--- src/rtl/uart_tx_cfg.sv ---
// uart_tx_cfg: configurable UART transmitter (5..9 data bits, none/odd/even
// parity, 1 or 2 stop bits) fed from an internal TX FIFO.
//
// Write handshake: a word on send_data is accepted on any rising edge where
// send_en && send_ready. send_ready reflects the registered FIFO level, so a
// pop in the same cycle never makes room for that cycle's write. A write
// attempted while full is discarded and flagged by a one-cycle send_drop
// pulse on the following cycle.
module uart_tx_cfg #(
  parameter int CLK_FRE    = 50,
  parameter int UART_RATE  = 115200,
  parameter int DATA_BITS  = 8,
  parameter int PARITY     = 0,
  parameter int STOP_BITS  = 1,
  parameter int FIFO_DEPTH = 16
) (
  input  logic                              clk,
  input  logic                              rst,
  input  logic                              send_en,
  input  logic [DATA_BITS-1:0]              send_data,
  output logic                              send_ready,
  output logic                              send_drop,
  output logic [$clog2(FIFO_DEPTH+1)-1:0]   fifo_level,
  output logic                              send_busy,
  output logic                              tx_pin
);

  localparam int RATE_CNT = CLK_FRE * 1000000 / UART_RATE - 1;
  localparam int CW       = (RATE_CNT > 0) ? $clog2(RATE_CNT + 1) : 1;
  localparam int PW       = $clog2(FIFO_DEPTH);
  localparam int LW       = $clog2(FIFO_DEPTH + 1);
  localparam int IW       = $clog2(DATA_BITS);

  localparam logic [CW-1:0] RATE_MAX  = CW'(RATE_CNT);
  localparam logic [IW-1:0] IDX_LAST  = IW'(DATA_BITS - 1);
  localparam logic          STOP_LAST = 1'(STOP_BITS - 1);
  localparam logic [LW-1:0] LVL_FULL  = LW'(FIFO_DEPTH);
  localparam logic          ODD_PAR   = (PARITY == 1);

  typedef enum logic [2:0] {
    S_IDLE   = 3'd0,
    S_START  = 3'd1,
    S_DATA   = 3'd2,
    S_PARITY = 3'd3,
    S_STOP   = 3'd4
  } state_t;

  state_t                 state, state_nxt;
  logic [CW-1:0]          baud_cnt;
  logic [IW-1:0]          bit_idx;
  logic                   stop_idx;
  logic [DATA_BITS-1:0]   shift_reg;
  logic                   par_bit;
  logic                   bit_done;
  logic                   pop;
  logic                   push;
  logic                   fifo_empty;

  logic [DATA_BITS-1:0]   mem [FIFO_DEPTH];
  logic [PW-1:0]          wr_ptr, rd_ptr;
  logic [LW-1:0]          level;

  assign bit_done   = (baud_cnt == RATE_MAX);
  assign fifo_empty = (level == '0);
  assign send_ready = (level != LVL_FULL);
  assign push       = send_en && send_ready;
  assign fifo_level = level;

  // Next-state logic; pop is asserted whenever a new frame is launched.
  always_comb begin
    state_nxt = state;
    pop       = 1'b0;
    case (state)
      S_IDLE: begin
        if (!fifo_empty) begin
          pop       = 1'b1;
          state_nxt = S_START;
        end
      end
      S_START:  if (bit_done) state_nxt = S_DATA;
      S_DATA: begin
        if (bit_done && bit_idx == IDX_LAST)
          state_nxt = (PARITY != 0) ? S_PARITY : S_STOP;
      end
      S_PARITY: if (bit_done) state_nxt = S_STOP;
      S_STOP: begin
        if (bit_done && stop_idx == STOP_LAST) begin
          if (!fifo_empty) begin
            pop       = 1'b1;
            state_nxt = S_START;
          end else begin
            state_nxt = S_IDLE;
          end
        end
      end
      default: state_nxt = S_IDLE;
    endcase
  end

  // FSM state, bit timing counters and the per-frame shift/parity copy.
  always_ff @(posedge clk) begin
    if (rst) begin
      state     <= S_IDLE;
      baud_cnt  <= '0;
      bit_idx   <= '0;
      stop_idx  <= 1'b0;
      shift_reg <= '0;
      par_bit   <= 1'b0;
    end else begin
      state <= state_nxt;
      if (state == S_IDLE || bit_done) baud_cnt <= '0;
      else                             baud_cnt <= baud_cnt + CW'(1);
      if (pop) begin
        shift_reg <= mem[rd_ptr];
        par_bit   <= (^mem[rd_ptr]) ^ ODD_PAR;
        bit_idx   <= '0;
      end else if (state == S_DATA && bit_done) begin
        shift_reg <= shift_reg >> 1;
        bit_idx   <= (bit_idx == IDX_LAST) ? '0 : bit_idx + IW'(1);
      end
      if (state == S_STOP && bit_done)
        stop_idx <= (stop_idx == STOP_LAST) ? 1'b0 : 1'b1;
    end
  end

  // Registered line driver; lags the state by one clock so every bit keeps
  // its full length on the pin.
  always_ff @(posedge clk) begin
    if (rst) begin
      tx_pin    <= 1'b1;
      send_busy <= 1'b0;
    end else begin
      send_busy <= (state != S_IDLE) || !fifo_empty;
      case (state)
        S_START:  tx_pin <= 1'b0;
        S_DATA:   tx_pin <= shift_reg[0];
        S_PARITY: tx_pin <= par_bit;
        default:  tx_pin <= 1'b1;
      endcase
    end
  end

  // FIFO storage; contents need no reset because the level gates all reads.
  always_ff @(posedge clk) begin
    if (push) mem[wr_ptr] <= send_data;
  end

  // FIFO pointers, level and overflow flag.
  always_ff @(posedge clk) begin
    if (rst) begin
      wr_ptr    <= '0;
      rd_ptr    <= '0;
      level     <= '0;
      send_drop <= 1'b0;
    end else begin
      send_drop <= send_en && !send_ready;
      if (push) wr_ptr <= wr_ptr + PW'(1);
      if (pop)  rd_ptr <= rd_ptr + PW'(1);
      case ({push, pop})
        2'b10:   level <= level + LW'(1);
        2'b01:   level <= level - LW'(1);
        default: level <= level;
      endcase
    end
  end

endmodule

--- config.mk ---
export PLATFORM = sky130hd
export DESIGN_NAME = uart_tx_cfg
export DESIGN_NICKNAME = d
export VERILOG_FILES = /design/src/rtl/uart_tx_cfg.sv
export SDC_FILE = /design/constraint.sdc
export NUM_CORES = 1
export LEC_CHECK = 0
export CAP_MARGIN = 20
export CORE_ASPECT_RATIO = 0.8
export CORE_MARGIN = 2
export CORE_UTILIZATION = 60
export DETAILED_ROUTE_END_ITERATION = 16
export PLACE_DENSITY = 0.78
export SYNTH_ARGS = -nofsm -noshare
export SYNTH_HDL_FRONTEND = slang
export SYNTH_SLANG_ARGS = --single-unit
--- constraint.sdc ---
create_clock -name clk -period 5.7 [get_ports clk]
set_clock_uncertainty 0.05 [all_clocks]
set_input_delay 0.855 -clock clk [delete_from_list [all_inputs] [get_ports clk]]
set_output_delay 0.855 -clock clk [all_outputs]
set_load 0.01 [all_outputs]
==> results of run 1 <==
[logic make-up (layout without fill, tap and decap cells)]
family | after synthesis | after routing | share of synthesized area
compound gates | 52 | 52 | 0.0469
xor+xnor | 24 | 24 | 0.0301
fa+ha+maj | 13 | 13 | 0.0233
buf+inv | 32 | 61 | 0.0245
flops | 172 | 172 | 0.676
mux | 41 | 41 | 0.123
simple gates | 117 | 117 | 0.0763
[power breakdown]
group          internal, mW  leakage, nW  switching (mW)  total (mW)
sequential             1.44         1.52          0.0660        1.51
combinational         0.388        0.857           0.470       0.858
clock                 0.643        0.264           0.469        1.11
[critical path, stage by stage, from the launching register on]
cell                      delay, ns
sky130_fd_sc_hd__dfxtp_1       0.39
sky130_fd_sc_hd__or4_1         0.58
sky130_fd_sc_hd__o21ai_0       0.23
sky130_fd_sc_hd__a21o_1        0.47
sky130_fd_sc_hd__inv_1         0.34
sky130_fd_sc_hd__ha_1          0.41
sky130_fd_sc_hd__xor2_1        0.19
sky130_fd_sc_hd__ha_1          0.23
sky130_fd_sc_hd__o21ai_0       0.16
sky130_fd_sc_hd__a21oi_1       0.09
sky130_fd_sc_hd__a21oi_1       0.17
sky130_fd_sc_hd__xor2_1        0.09
sky130_fd_sc_hd__or3_1         0.32
sky130_fd_sc_hd__a21oi_1       0.14
[synth_stat cells, types with 2 or more instances]
master and n:
sky130_fd_sc_hd__a211oi_1 8, sky130_fd_sc_hd__a21oi_1 18, sky130_fd_sc_hd__a22oi_1 17, sky130_fd_sc_hd__and2_1 2
sky130_fd_sc_hd__buf_1 3, sky130_fd_sc_hd__buf_2 7, sky130_fd_sc_hd__buf_6 5, sky130_fd_sc_hd__clkbuf_1 9
sky130_fd_sc_hd__dfxtp_1 44, sky130_fd_sc_hd__edfxtp_1 128, sky130_fd_sc_hd__ha_1 13, sky130_fd_sc_hd__inv_1 6
sky130_fd_sc_hd__mux2i_1 9, sky130_fd_sc_hd__mux4_1 12, sky130_fd_sc_hd__mux4_2 20, sky130_fd_sc_hd__nand2_1 27
sky130_fd_sc_hd__nand2b_1 4, sky130_fd_sc_hd__nand3_1 4, sky130_fd_sc_hd__nand4_1 3, sky130_fd_sc_hd__nor2_1 51
sky130_fd_sc_hd__nor2b_1 3, sky130_fd_sc_hd__nor3_1 10, sky130_fd_sc_hd__nor3b_1 2, sky130_fd_sc_hd__o21ai_0 6
sky130_fd_sc_hd__or3_1 5, sky130_fd_sc_hd__xnor2_1 12, sky130_fd_sc_hd__xor2_1 12
[metrics by stage]
stage,utilization,power (mW)
6_report,0.687,3.48
5_1_grt,0.687,3.64
4_1_cts,0.684,3.49
3_5_place_dp,0.634,2.38
3_3_place_gp,0.634,2.35
2_1_floorplan,-,2.19
[layout make-up]
type	count	area, um2
Timing Repair Buffer	25	255
Clock inverter	13	144
Clock buffer	17	425
Fill cell	745	3580
Tap cell	148	185
Sequential cell	172	4730
Inverter	6	22.5
Multi-Input combinational cell	247	2090
[path summary, 6_finish.rpt]
path | start | endpoint | slack [ns] | cells after the start
worst max-delay path | fifo_level[1]$_SDFFE_PP0P_ | fifo_level[4]$_SDFFE_PP0P_ | 1.78 | 13
worst min-delay path | baud_cnt[0]$_SDFF_PP0_ | baud_cnt[0]$_SDFF_PP0_ | 0.41 | 1
worst max register to register | fifo_level[1]$_SDFFE_PP0P_ | fifo_level[4]$_SDFFE_PP0P_ | 1.78 | 13
worst min register to register | baud_cnt[0]$_SDFF_PP0_ | baud_cnt[0]$_SDFF_PP0_ | 0.41 | 1
[layer usage]
layer | track usage | vias up
met4 | 0.0925 | 0
met5 | 0 | -
li1 | - | 1758
met1 | 0.311 | 1904
met3 | 0.0552 | 15
met2 | 0.325 | 109
[cell usage in the layout (no fill, tap or decap), drive strengths merged, types with 4 or more instances in the layout]
cell	n
xnor2	12
xor2	12
buf	6
clkbuf	17
a211oi	8
mux4	32
nand3	4
nand2	27
nor3	10
a21oi	18
dfxtp	44
or3	5
nor2	51
a22oi	17
o21ai	6
edfxtp	128
inv	9
clkdlybuf4s50	19
mux2i	9
clkinvlp	5
ha	13
nand2b	4
==> reports/qor_table.md, run 1 <==
| Group | Item | Value |
| --- | --- | --- |
| detailed routing | Number of detailed-routing iterations run before antenna repair | 5 |
| global route | Global-route wire length before repair | 20100 um |
| clock tree | Clk Latency, worst-skew pair | 0.42 ns |
| timing | Setup TNS | 0 ns |
| setup path | Critical Path AT | 4.23 ns |
| setup path | Data required, critical path | 6.01 ns |
| flow run | Max-cap violations | 0 |
| clock tree | Clock sink total | 172 |
| yosys | Mapped Cells | 451 |
| cells and area | Share of final-layout standard cells stronger than drive strength 1 | 0.123 |
| timing | Final min period | 3.92 ns |
| yosys | Number of nets produced by synthesis | 475 |
| floorplan | Std-Cell Core Area | 11400 um2 |
| yosys | Share of the synthesized area in the top cell type | 0.550 |
| clock tree | Count of cells resized by post-cts repair | 0 |
| yosys | Synthesized cell area | 6990 um2 |
| clock tree | CTS max path bufs | 2 |
| detailed routing | Residual DRC | 0 |
| global route | GR Overflow Total | 0 |
| timing | Setup repair after global routing missed its margin | false |
| min path | Type of the most critical hold path | reg -> reg |
| timing | Minimum setup slack in the final design | 1.78 ns |
| cells and area | Final Net Count | 493 |
| timing | Hold violation count in the final report | 0 |
| floorplan | Initial Utilization | 0.611 |
| detailed routing | Sum of met2 wire segment lengths after detailed routing | 6030 um |
| clock tree | CTS tree | yes |
| yosys | Cell type with the highest aggregate area in the netlist | sky130_fd_sc_hd__edfxtp_1 |
| cells and area | Final Non-Filler Cells | 628 |
| detailed routing | Met1 wire length | 5880 um |
| yosys | Number of flops mapped to enable cells by yosys | 128 |
| cells and area | Antenna Cells | 0 |
| clock tree | CTS root buf | sky130_fd_sc_hd__clkbuf_16 |
| floorplan | Number of primary I/O pins | 20 |
| cells and area | Final design area excluding fillers | 7850 um2 |
| timing | Final worst hold slack | 0.411 ns |
| status | Outcome | finished, final reports clean |
| global route | GR Util All Layers | 0.218 |
| placement | Detail Placement HPWL | 7860 um |
| placement | Post-Place Setup Slack | 1.85 ns |
| yosys | Primary flip-flop cell chosen by synthesis mapping | sky130_fd_sc_hd__edfxtp_1 |
| clock tree | Total clock buffers created by CTS | 17 |
| cells and area | Largest register FFs | 128 |
| yosys | Most area-consuming cells after synthesis | sky130_fd_sc_hd__edfxtp_1 55%, sky130_fd_sc_hd__dfxtp_1 13%, sky130_fd_sc_hd__mux4_2 6.4% |
| placement | Instance area after placement | 7250 um2 |
| clock tree | Hold_buf cts | 0 |
| setup path | CP Launch Type | register |
| floorplan | Core Rows | 35 |
| detailed routing | Number of DRC violations after detailed-routing iteration 0 | 366 |
| pwr | Standby leakage power | 2.64 nW |
| floorplan | Die Width | 125 um |
| yosys | Average cell area after synthesis | 15.5 um2 |
| clock tree | Clock edge transition at the registers on the reported setup and hold paths | 0.06 ns |
| setup path | Critical Path End Type | register |
| timing | Fin. max-slew vios | 0 |
| detailed routing | Metal3 WL | 754 um |
| setup path | Crit Path Category | reg -> reg |
| floorplan | Die Ht | 101 um |
| setup path | Worst-path maximum fanout | 18 |
| cells and area | Post-synthesis to final-layout area growth | 12.4% |
| yosys | Ys Warns | 0 |
| detailed routing | Uppermost layer routed | met4 |
| floorplan | Overall die area | 12500 um2 |
| placement | Post-Place Cells | 597 |
| global route | Number of antenna violations at the first check in global routing | 0 |
| global route | Number of global-route vias before repair | 3696 |
| placement | Number of buffer cells added on primary ports | 19 |
| timing | Share of the clock period used by the worst path | 0.688 |
| timing | Total setup violations reported at the end of the flow | 0 |
| detailed routing | Post-detailed-route via-to-cell ratio | 6.03 |
| yosys | Synth async-reset ratio | 0 |
| pwr | Peak ir drop on the vdd network | 0.249 mV |
| detailed routing | Total number of vias | 3786 |
| pwr | Power density relative to cell area | 443 nW/um2 |
| timing | Transition time at the pin with the least slew margin | 0.972 ns |
| yosys | Count of cell types in the netlist | 38 |
| yosys | Share of the yosys chip area belonging to registers | 0.676 |
| placement | Routability cong. | 0.809 |
| yosys | Number of register bits inferred by synthesis | 172 |
| timing | Relative max-transition margin | 0.349 |
| clock tree | Post-CTS Repair Setup Buffers | 0 |
| global route | Pin count of the biggest net entering global routing | 34 |
| detailed routing | Post-detailed-route count of antenna-violating nets | 0 |
| detailed routing | Final wirelength | 12800 um |
| timing | FMAX | 255 MHz |
| clock tree | Level count of the clock H-tree | 4 |
| detailed routing | Routed wirelength normalized by instance count | 20.4 um |
Power figures use the tool's default switching activity.
==> run 2, diff against run 1 <==
--- a/config.mk
+++ b/config.mk
@@ -8,9 +8,9 @@
 export CAP_MARGIN = 20
 export CORE_ASPECT_RATIO = 0.8
 export CORE_MARGIN = 2
-export CORE_UTILIZATION = 60
+export CORE_UTILIZATION = 55
 export DETAILED_ROUTE_END_ITERATION = 16
-export PLACE_DENSITY = 0.78
+export PLACE_DENSITY = 0.75
 export SYNTH_ARGS = -nofsm -noshare
 export SYNTH_HDL_FRONTEND = slang
 export SYNTH_SLANG_ARGS = --single-unit
==> constraint.sdc (replaced) <==
create_clock -name clk -period 3.4 [get_ports clk]
set_clock_uncertainty 0.05 [all_clocks]
set_input_delay 0.51 -clock clk [delete_from_list [all_inputs] [get_ports clk]]
set_output_delay 0.51 -clock clk [all_outputs]
set_load 0.01 [all_outputs]
==> reports/qor_table.md, run 2 (same netlist as run 1, synthesis figures left out) <==
| Group | Item | Value |
| --- | --- | --- |
| floorplan | Die Ht | 105 um |
| clock tree | Clock edge transition at the registers on the reported setup and hold paths | 0.06 ns |
| pwr | Power density relative to cell area | 745 nW/um2 |
| clock tree | CTS root buf | sky130_fd_sc_hd__clkbuf_16 |
| setup path | Crit Reg-Reg Startpoint | fifo_level[0]$_SDFFE_PP0P_ |
| detailed routing | Number of DRC violations after detailed-routing iteration 0 | 354 |
| floorplan | Die Width | 130 um |
| clock tree | CTS max path bufs | 2 |
| global route | Number of antenna violations at the first check in global routing | 0 |
| placement | Routability cong. | 0.755 |
| timing | Hold violation count in the final report | 0 |
| timing | Final min period | 3.01 ns |
| timing | Transition time at the pin with the least slew margin | 0.661 ns |
| detailed routing | Residual DRC | 0 |
| pwr | Peak ir drop on the vdd network | 0.426 mV |
| detailed routing | Post-detailed-route count of antenna-violating nets | 0 |
| placement | Number of buffer cells added on primary ports | 19 |
| setup path | Worst-path maximum fanout | 9 |
| detailed routing | Routed wirelength normalized by instance count | 19.5 um |
| pwr | Standby leakage power | 2.75 nW |
| timing | Setup repair after global routing missed its margin | false |
| floorplan | Number of primary I/O pins | 20 |
| setup path | Critical Path AT | 3.32 ns |
| global route | GR Util All Layers | 0.213 |
| setup path | CP Launch Type | register |
| detailed routing | Final wirelength | 13000 um |
| setup path | Critical Path End Type | register |
| floorplan | Std-Cell Core Area | 12300 um2 |
| flow run | Max-cap violations | 0 |
| timing | Fin. max-slew vios | 0 |
| clock tree | Level count of the clock H-tree | 4 |
| cells and area | Antenna Cells | 0 |
| cells and area | Commonest cells after routing, fill and taps aside | 128 x sky130_fd_sc_hd__edfxtp_1, 51 x sky130_fd_sc_hd__nor2_1, 43 x sky130_fd_sc_hd__dfxtp_1 |
| timing | Relative max-transition margin | 0.559 |
| clock tree | Clk Latency, worst-skew pair | 0.43 ns |
| timing | Total setup violations reported at the end of the flow | 0 |
| clock tree | Total clock buffers created by CTS | 17 |
| setup path | Worst Reg2Reg Path Length in Cells | 13 |
| global route | Global-route wire length before repair | 20900 um |
| floorplan | Initial Utilization | 0.568 |
| setup path | Capturing point of the worst reg2reg path | fifo_level[4]$_SDFFE_PP0P_ |
| clock tree | CTS tree | yes |
| detailed routing | Post-detailed-route via-to-cell ratio | 5.77 |
| setup path | Flop2flop setup slack | 0.39 ns |
| setup path | Crit Path Category | reg -> reg |
| status | Outcome | finished, final reports clean |
| setup path | Data required, critical path | 3.71 ns |
| cells and area | Most common cell after layout, fill and taps aside | sky130_fd_sc_hd__edfxtp_1 |
| timing | Share of the clock period used by the worst path | 0.885 |
| min path | Type of the most critical hold path | reg -> reg |
| timing | Final worst hold slack | 0.423 ns |
| cells and area | Share of final-layout standard cells stronger than drive strength 1 | 0.142 |
| cells and area | Final design area excluding fillers | 8020 um2 |
| global route | GR Overflow Total | 0 |
| global route | Number of global-route vias before repair | 3909 |
| cells and area | Final core utilization | 0.653 |
| cells and area | Post-synthesis to final-layout area growth | 14.9% |
| global route | Pin count of the biggest net entering global routing | 33 |
| placement | Instance area after placement | 7430 um2 |
| floorplan | Core Rows | 36 |
| cells and area | Largest register FFs | 128 |
| setup path | Worst setup path startpoint | fifo_level[0]$_SDFFE_PP0P_ |
| detailed routing | Number of detailed-routing iterations run before antenna repair | 4 |
| floorplan | Overall die area | 13600 um2 |
| detailed routing | Total number of vias | 3868 |
| clock tree | Clock sink total | 172 |
| timing | Setup TNS | 0 ns |
| timing | FMAX | 332 MHz |
| placement | Detail Placement HPWL | 8400 um |
| cells and area | Final Net Count | 511 |
| setup path | End point of the critical path | fifo_level[4]$_SDFFE_PP0P_ |
-- run 2: critical path, cell delays in order (launching register included) --
cell and delay, ns:
sky130_fd_sc_hd__dfxtp_1 0.36, sky130_fd_sc_hd__or4_1 0.59, sky130_fd_sc_hd__o21ai_1 0.18, sky130_fd_sc_hd__a21o_1 0.12, sky130_fd_sc_hd__inv_1 0.06, sky130_fd_sc_hd__ha_2 0.24
sky130_fd_sc_hd__xor2_1 0.17, sky130_fd_sc_hd__ha_1 0.23, sky130_fd_sc_hd__o21ai_0 0.16, sky130_fd_sc_hd__a21oi_1 0.09, sky130_fd_sc_hd__a21oi_1 0.17, sky130_fd_sc_hd__xor2_1 0.10
sky130_fd_sc_hd__or3_1 0.31, sky130_fd_sc_hd__a21oi_1 0.14
-- run 2: worst min-delay path by stage --
| stage | endpoint | from | slack [ns] | depth (start not counted) |
|---|---|---|---|---|
| finish | baud_cnt[0]$_SDFF_PP0_ | baud_cnt[0]$_SDFF_PP0_ | 0.42 | 1 |
| global route | baud_cnt[0]$_SDFF_PP0_ | baud_cnt[0]$_SDFF_PP0_ | 0.44 | 1 |
| CTS | baud_cnt[0]$_SDFF_PP0_ | baud_cnt[0]$_SDFF_PP0_ | 0.43 | 1 |
| detailed placement | baud_cnt[0]$_SDFF_PP0_ | baud_cnt[0]$_SDFF_PP0_ | 0.41 | 1 |
| global placement | baud_cnt[0]$_SDFF_PP0_ | baud_cnt[0]$_SDFF_PP0_ | 0.39 | 1 |
| floorplan | baud_cnt[0]$_SDFF_PP0_ | baud_cnt[0]$_SDFF_PP0_ | 0.38 | 1 |
-- run 2: through the flow --
| step | cells | setup slack [ns] | power, mW |
|---|---|---|---|
| final | 670 | 0.390 | 5.98 |
| after global routing | 670 | 0.112 | 6.27 |
| after CTS | 670 | 0.220 | 6.01 |
| after detailed placement | 639 | 0.252 | 4.06 |
| after global placement | 639 | 0.367 | 4.00 |
| after floorplan | 451 | 0.0462 | 3.68 |
-- run 2: repair_timing --
| item | in CTS | in global routing |
|---|---|---|
| buffers inserted | 0 | 0 |
| endpoints found under the setup margin | 0 | 1 |
| gates resized for setup | 0 | 2 |
| hold buffers | 0 | 0 |
-- run 2: final cells by class --
class	count	area, um2
Inverter	6	22.5
Multi-Input combinational cell	247	2090
Sequential cell	172	4730
Clock inverter	11	150
Tap cell	171	214
Clock buffer	20	437
Timing Repair Buffer	43	383
Fill cell	846	4270
-- run 2: metal layers --
metal  wire (um)  GRT usage  share of wire
met4         193     0.0737          0.015
met5           0          0              0
met1        5650      0.294           0.43
met3         794     0.0614          0.061
met2        6400      0.328           0.49
-- run 2: power by group --
| group | leakage [nW] | total (mW) | switching (mW) | internal [mW] |
|---|---|---|---|---|
| logic | 0.946 | 1.52 | 0.812 | 0.706 |
| clock network | 0.288 | 1.94 | 0.726 | 1.21 |
| registers | 1.52 | 2.52 | 0.106 | 2.42 |
| total | 2.75 | 5.98 | 1.64 | 4.33 |
==> run 3, diff against run 2 <==
--- a/config.mk
+++ b/config.mk
@@ -8,9 +8,11 @@
 export CAP_MARGIN = 20
 export CORE_ASPECT_RATIO = 0.8
 export CORE_MARGIN = 2
-export CORE_UTILIZATION = 55
+export CORE_UTILIZATION = 60
+export CTS_CLUSTER_DIAMETER = 80
 export DETAILED_ROUTE_END_ITERATION = 16
-export PLACE_DENSITY = 0.75
+export PLACE_DENSITY = 0.78
+export SLEW_MARGIN = 20
 export SYNTH_ARGS = -nofsm -noshare
 export SYNTH_HDL_FRONTEND = slang
 export SYNTH_SLANG_ARGS = --single-unit
==> constraint.sdc (replaced) <==
create_clock -name clk -period 3 [get_ports clk]
set_clock_uncertainty 0.05 [all_clocks]
set_input_delay 0.45 -clock clk [delete_from_list [all_inputs] [get_ports clk]]
set_output_delay 0.45 -clock clk [all_outputs]
set_load 0.01 [all_outputs]
==> reports/qor_table.md, run 3 (same netlist as run 1, synthesis figures left out) <==
| Group | Item | Value |
| --- | --- | --- |
| setup path | Critical Path AT | 3.23 ns |
| pwr | Switching fraction of total power | 0.298 |
| setup path | Crit Reg-Reg Startpoint | fifo_level[0]$_SDFFE_PP0P_ |
| placement | Routability cong. | 0.778 |
| floorplan | Number of primary I/O pins | 20 |
| setup path | Worst-path maximum fanout | 7 |
| min path | Hold path endpoint | baud_cnt[0]$_SDFF_PP0_ |
| global route | GR Overflow Total | 0 |
| pwr | Peak ir drop on the vdd network | 0.491 mV |
| global route | Number of global-route vias before repair | 3912 |
| floorplan | Overall die area | 12500 um2 |
| cells and area | Post-synthesis to final-layout area growth | 15.9% |
| pwr | Sequential group share of total power | 0.414 |
| min path | Type of the most critical hold path | reg -> reg |
| cells and area | Final design area excluding fillers | 8100 um2 |
| detailed routing | Total number of vias | 3933 |
| pwr | Share of total power in combinational logic | 0.267 |
| timing | Transition time at the pin with the least slew margin | 0.773 ns |
| timing | Hold violation count in the final report | 0 |
| pwr | Power density relative to cell area | 857 nW/um2 |
| pwr | Power, Total | 6.94 mW |
| setup path | CP Launch Type | register |
| clock tree | Clock edge transition at the registers on the reported setup and hold paths | 0.07 ns |
| clock tree | Level count of the clock H-tree | 4 |
| clock tree | Clock sink total | 172 |
| placement | Detail Placement HPWL | 8520 um |
| placement | Number of buffer cells added on primary ports | 19 |
| cells and area | Antenna Cells | 0 |
| min path | Number of cells traversed by the worst hold path | 1 |
| timing | FMAX | 341 MHz |
| setup path | Crit Path Category | reg -> reg |
| setup path | Capturing point of the worst reg2reg path | fifo_level[4]$_SDFFE_PP0P_ |
| detailed routing | Number of detailed-routing iterations run before antenna repair | 5 |
| timing | Relative max-transition margin | 0.483 |
| global route | Number of antenna violations at the first check in global routing | 0 |
| clock tree | Clk Latency, worst-skew pair | 0.43 ns |
| cells and area | Largest register FFs | 128 |
| setup path | Data required, critical path | 3.29 ns |
| pwr | Clock power frac | 0.319 |
| setup path | Critical path's largest stage delay | 0.55 ns |
| timing | Setup TNS | 0 ns |
| floorplan | Std-Cell Core Area | 11400 um2 |
| floorplan | Core Rows | 35 |
| detailed routing | Final wirelength | 13800 um |
| pwr | Switching power total | 2.07 mW |
| cells and area | Share of final-layout standard cells stronger than drive strength 1 | 0.184 |
| clock tree | CTS max path bufs | 2 |
| detailed routing | Number of DRC violations after detailed-routing iteration 0 | 474 |
| pwr | Standby leakage power | 2.79 nW |
| min path | Hold wc startpoint | baud_cnt[0]$_SDFF_PP0_ |
| status | Outcome | finished, final reports clean |
| setup path | List of cells traversed by the critical path | or4_4 -> o21ai_2 -> a21o_1 -> inv_1 -> ha_4 -> xor2_1 -> ha_2 -> o21ai_2 -> a21oi_2 -> a21oi_2 -> xor2_1 -> or3_1 -> a21oi_1 |
| cells and area | Final Net Count | 517 |
| timing | Total setup violations reported at the end of the flow | 0 |
| timing | Fin. max-slew vios | 0 |
| placement | Instance area after placement | 7450 um2 |
| pwr | Internal Dissipation | 4.87 mW |
| flow run | Max-cap violations | 0 |
| global route | Global-route wire length before repair | 21200 um |
| detailed routing | Post-detailed-route via-to-cell ratio | 6.01 |
| global route | Pin count of the biggest net entering global routing | 33 |
| detailed routing | Residual DRC | 0 |
| detailed routing | Post-detailed-route count of antenna-violating nets | 0 |
| floorplan | Initial Utilization | 0.611 |
| setup path | Flop2flop setup slack | 0.06 ns |
| timing | Share of the clock period used by the worst path | 0.979 |
| setup path | Worst Reg2Reg Path Length in Cells | 13 |
| floorplan | Die Ht | 101 um |
| setup path | Crit path max-delay cell type | sky130_fd_sc_hd__or4_4 |
| setup path | Critical Path End Type | register |
| global route | GR Util All Layers | 0.232 |
| detailed routing | Routed wirelength normalized by instance count | 21.2 um |
| clock tree | Total clock buffers created by CTS | 17 |
| clock tree | CTS tree | yes |
| floorplan | Die Width | 125 um |
| cells and area | Commonest cells after routing, fill and taps aside | 128 x sky130_fd_sc_hd__edfxtp_1, 51 x sky130_fd_sc_hd__nor2_1, 41 x sky130_fd_sc_hd__dfxtp_1 |
| clock tree | CTS root buf | sky130_fd_sc_hd__clkbuf_16 |
| cells and area | Most common cell after layout, fill and taps aside | sky130_fd_sc_hd__edfxtp_1 |
| timing | Final min period | 2.94 ns |
-- run 3: stage by stage --
step / cells / setup slack (ns) / hold slack (ns) / util
detailed placement: 619 / 0.146 / 0.410 / 0.652
CTS: 651 / 0.0835 / 0.425 / 0.705
finish: 654 / 0.0638 / 0.429 / 0.708
global route: 654 / -0.0365 / 0.443 / 0.708
floorplan: 451 / 0.0235 / 0.380 / -
global placement: 619 / 0.266 / 0.394 / 0.652
-- run 3: power groups by stage --
stage	combinational [mW]	clock, mW	sequential (mW)
after floorplan	1.38	0	2.89
after global placement	1.72	0	2.90
after detailed placement	1.77	0	2.92
after CTS	1.80	2.24	2.87
after global routing	2.02	2.33	2.90
final	1.85	2.21	2.87
-- run 3: repair_timing --
action,CTS,global route
setup buffers,0,3
endpoints found under the setup margin,0,1
gates resized for setup,0,5
hold buffers,0,0
-- run 3: cell type report --
| cell class | count | area, um2 |
|---|---|---|
| Fill cell | 702 | 3330 |
| Timing Repair Buffer | 49 | 428 |
| Inverter | 6 | 22.5 |
| Sequential cell | 172 | 4730 |
| Clock buffer | 17 | 425 |
| Multi-Input combinational cell | 247 | 2130 |
| Clock inverter | 15 | 176 |
| Tap cell | 148 | 185 |
-- run 3: worst max-delay path: cells and delay by family (launching register included) --
family | cells | cell delay (ns)
xor+xnor | 2 | 0.33
buf+inv | 1 | 0.08
compound gates | 6 | 0.71
fa+ha+maj | 2 | 0.45
flops | 1 | 0.37
simple gates | 2 | 0.85
-- run 3: worst max path at each step --
stage / startpoint / endpoint / depth (start not counted)
after floorplan: fifo_level[0]$_SDFFE_PP0P_ / fifo_level[4]$_SDFFE_PP0P_ / 16
after global placement: fifo_level[0]$_SDFFE_PP0P_ / fifo_level[4]$_SDFFE_PP0P_ / 13
after detailed placement: fifo_level[0]$_SDFFE_PP0P_ / fifo_level[4]$_SDFFE_PP0P_ / 13
after CTS: fifo_level[0]$_SDFFE_PP0P_ / fifo_level[4]$_SDFFE_PP0P_ / 13
after global routing: fifo_level[0]$_SDFFE_PP0P_ / fifo_level[4]$_SDFFE_PP0P_ / 13
final: fifo_level[0]$_SDFFE_PP0P_ / fifo_level[4]$_SDFFE_PP0P_ / 13
-- run 3: metal layers --
metal  part of all wire  GRT usage
met3              0.052     0.0483
met2               0.49      0.379
met1               0.43      0.314
met4              0.022     0.0908
met5                  0          0
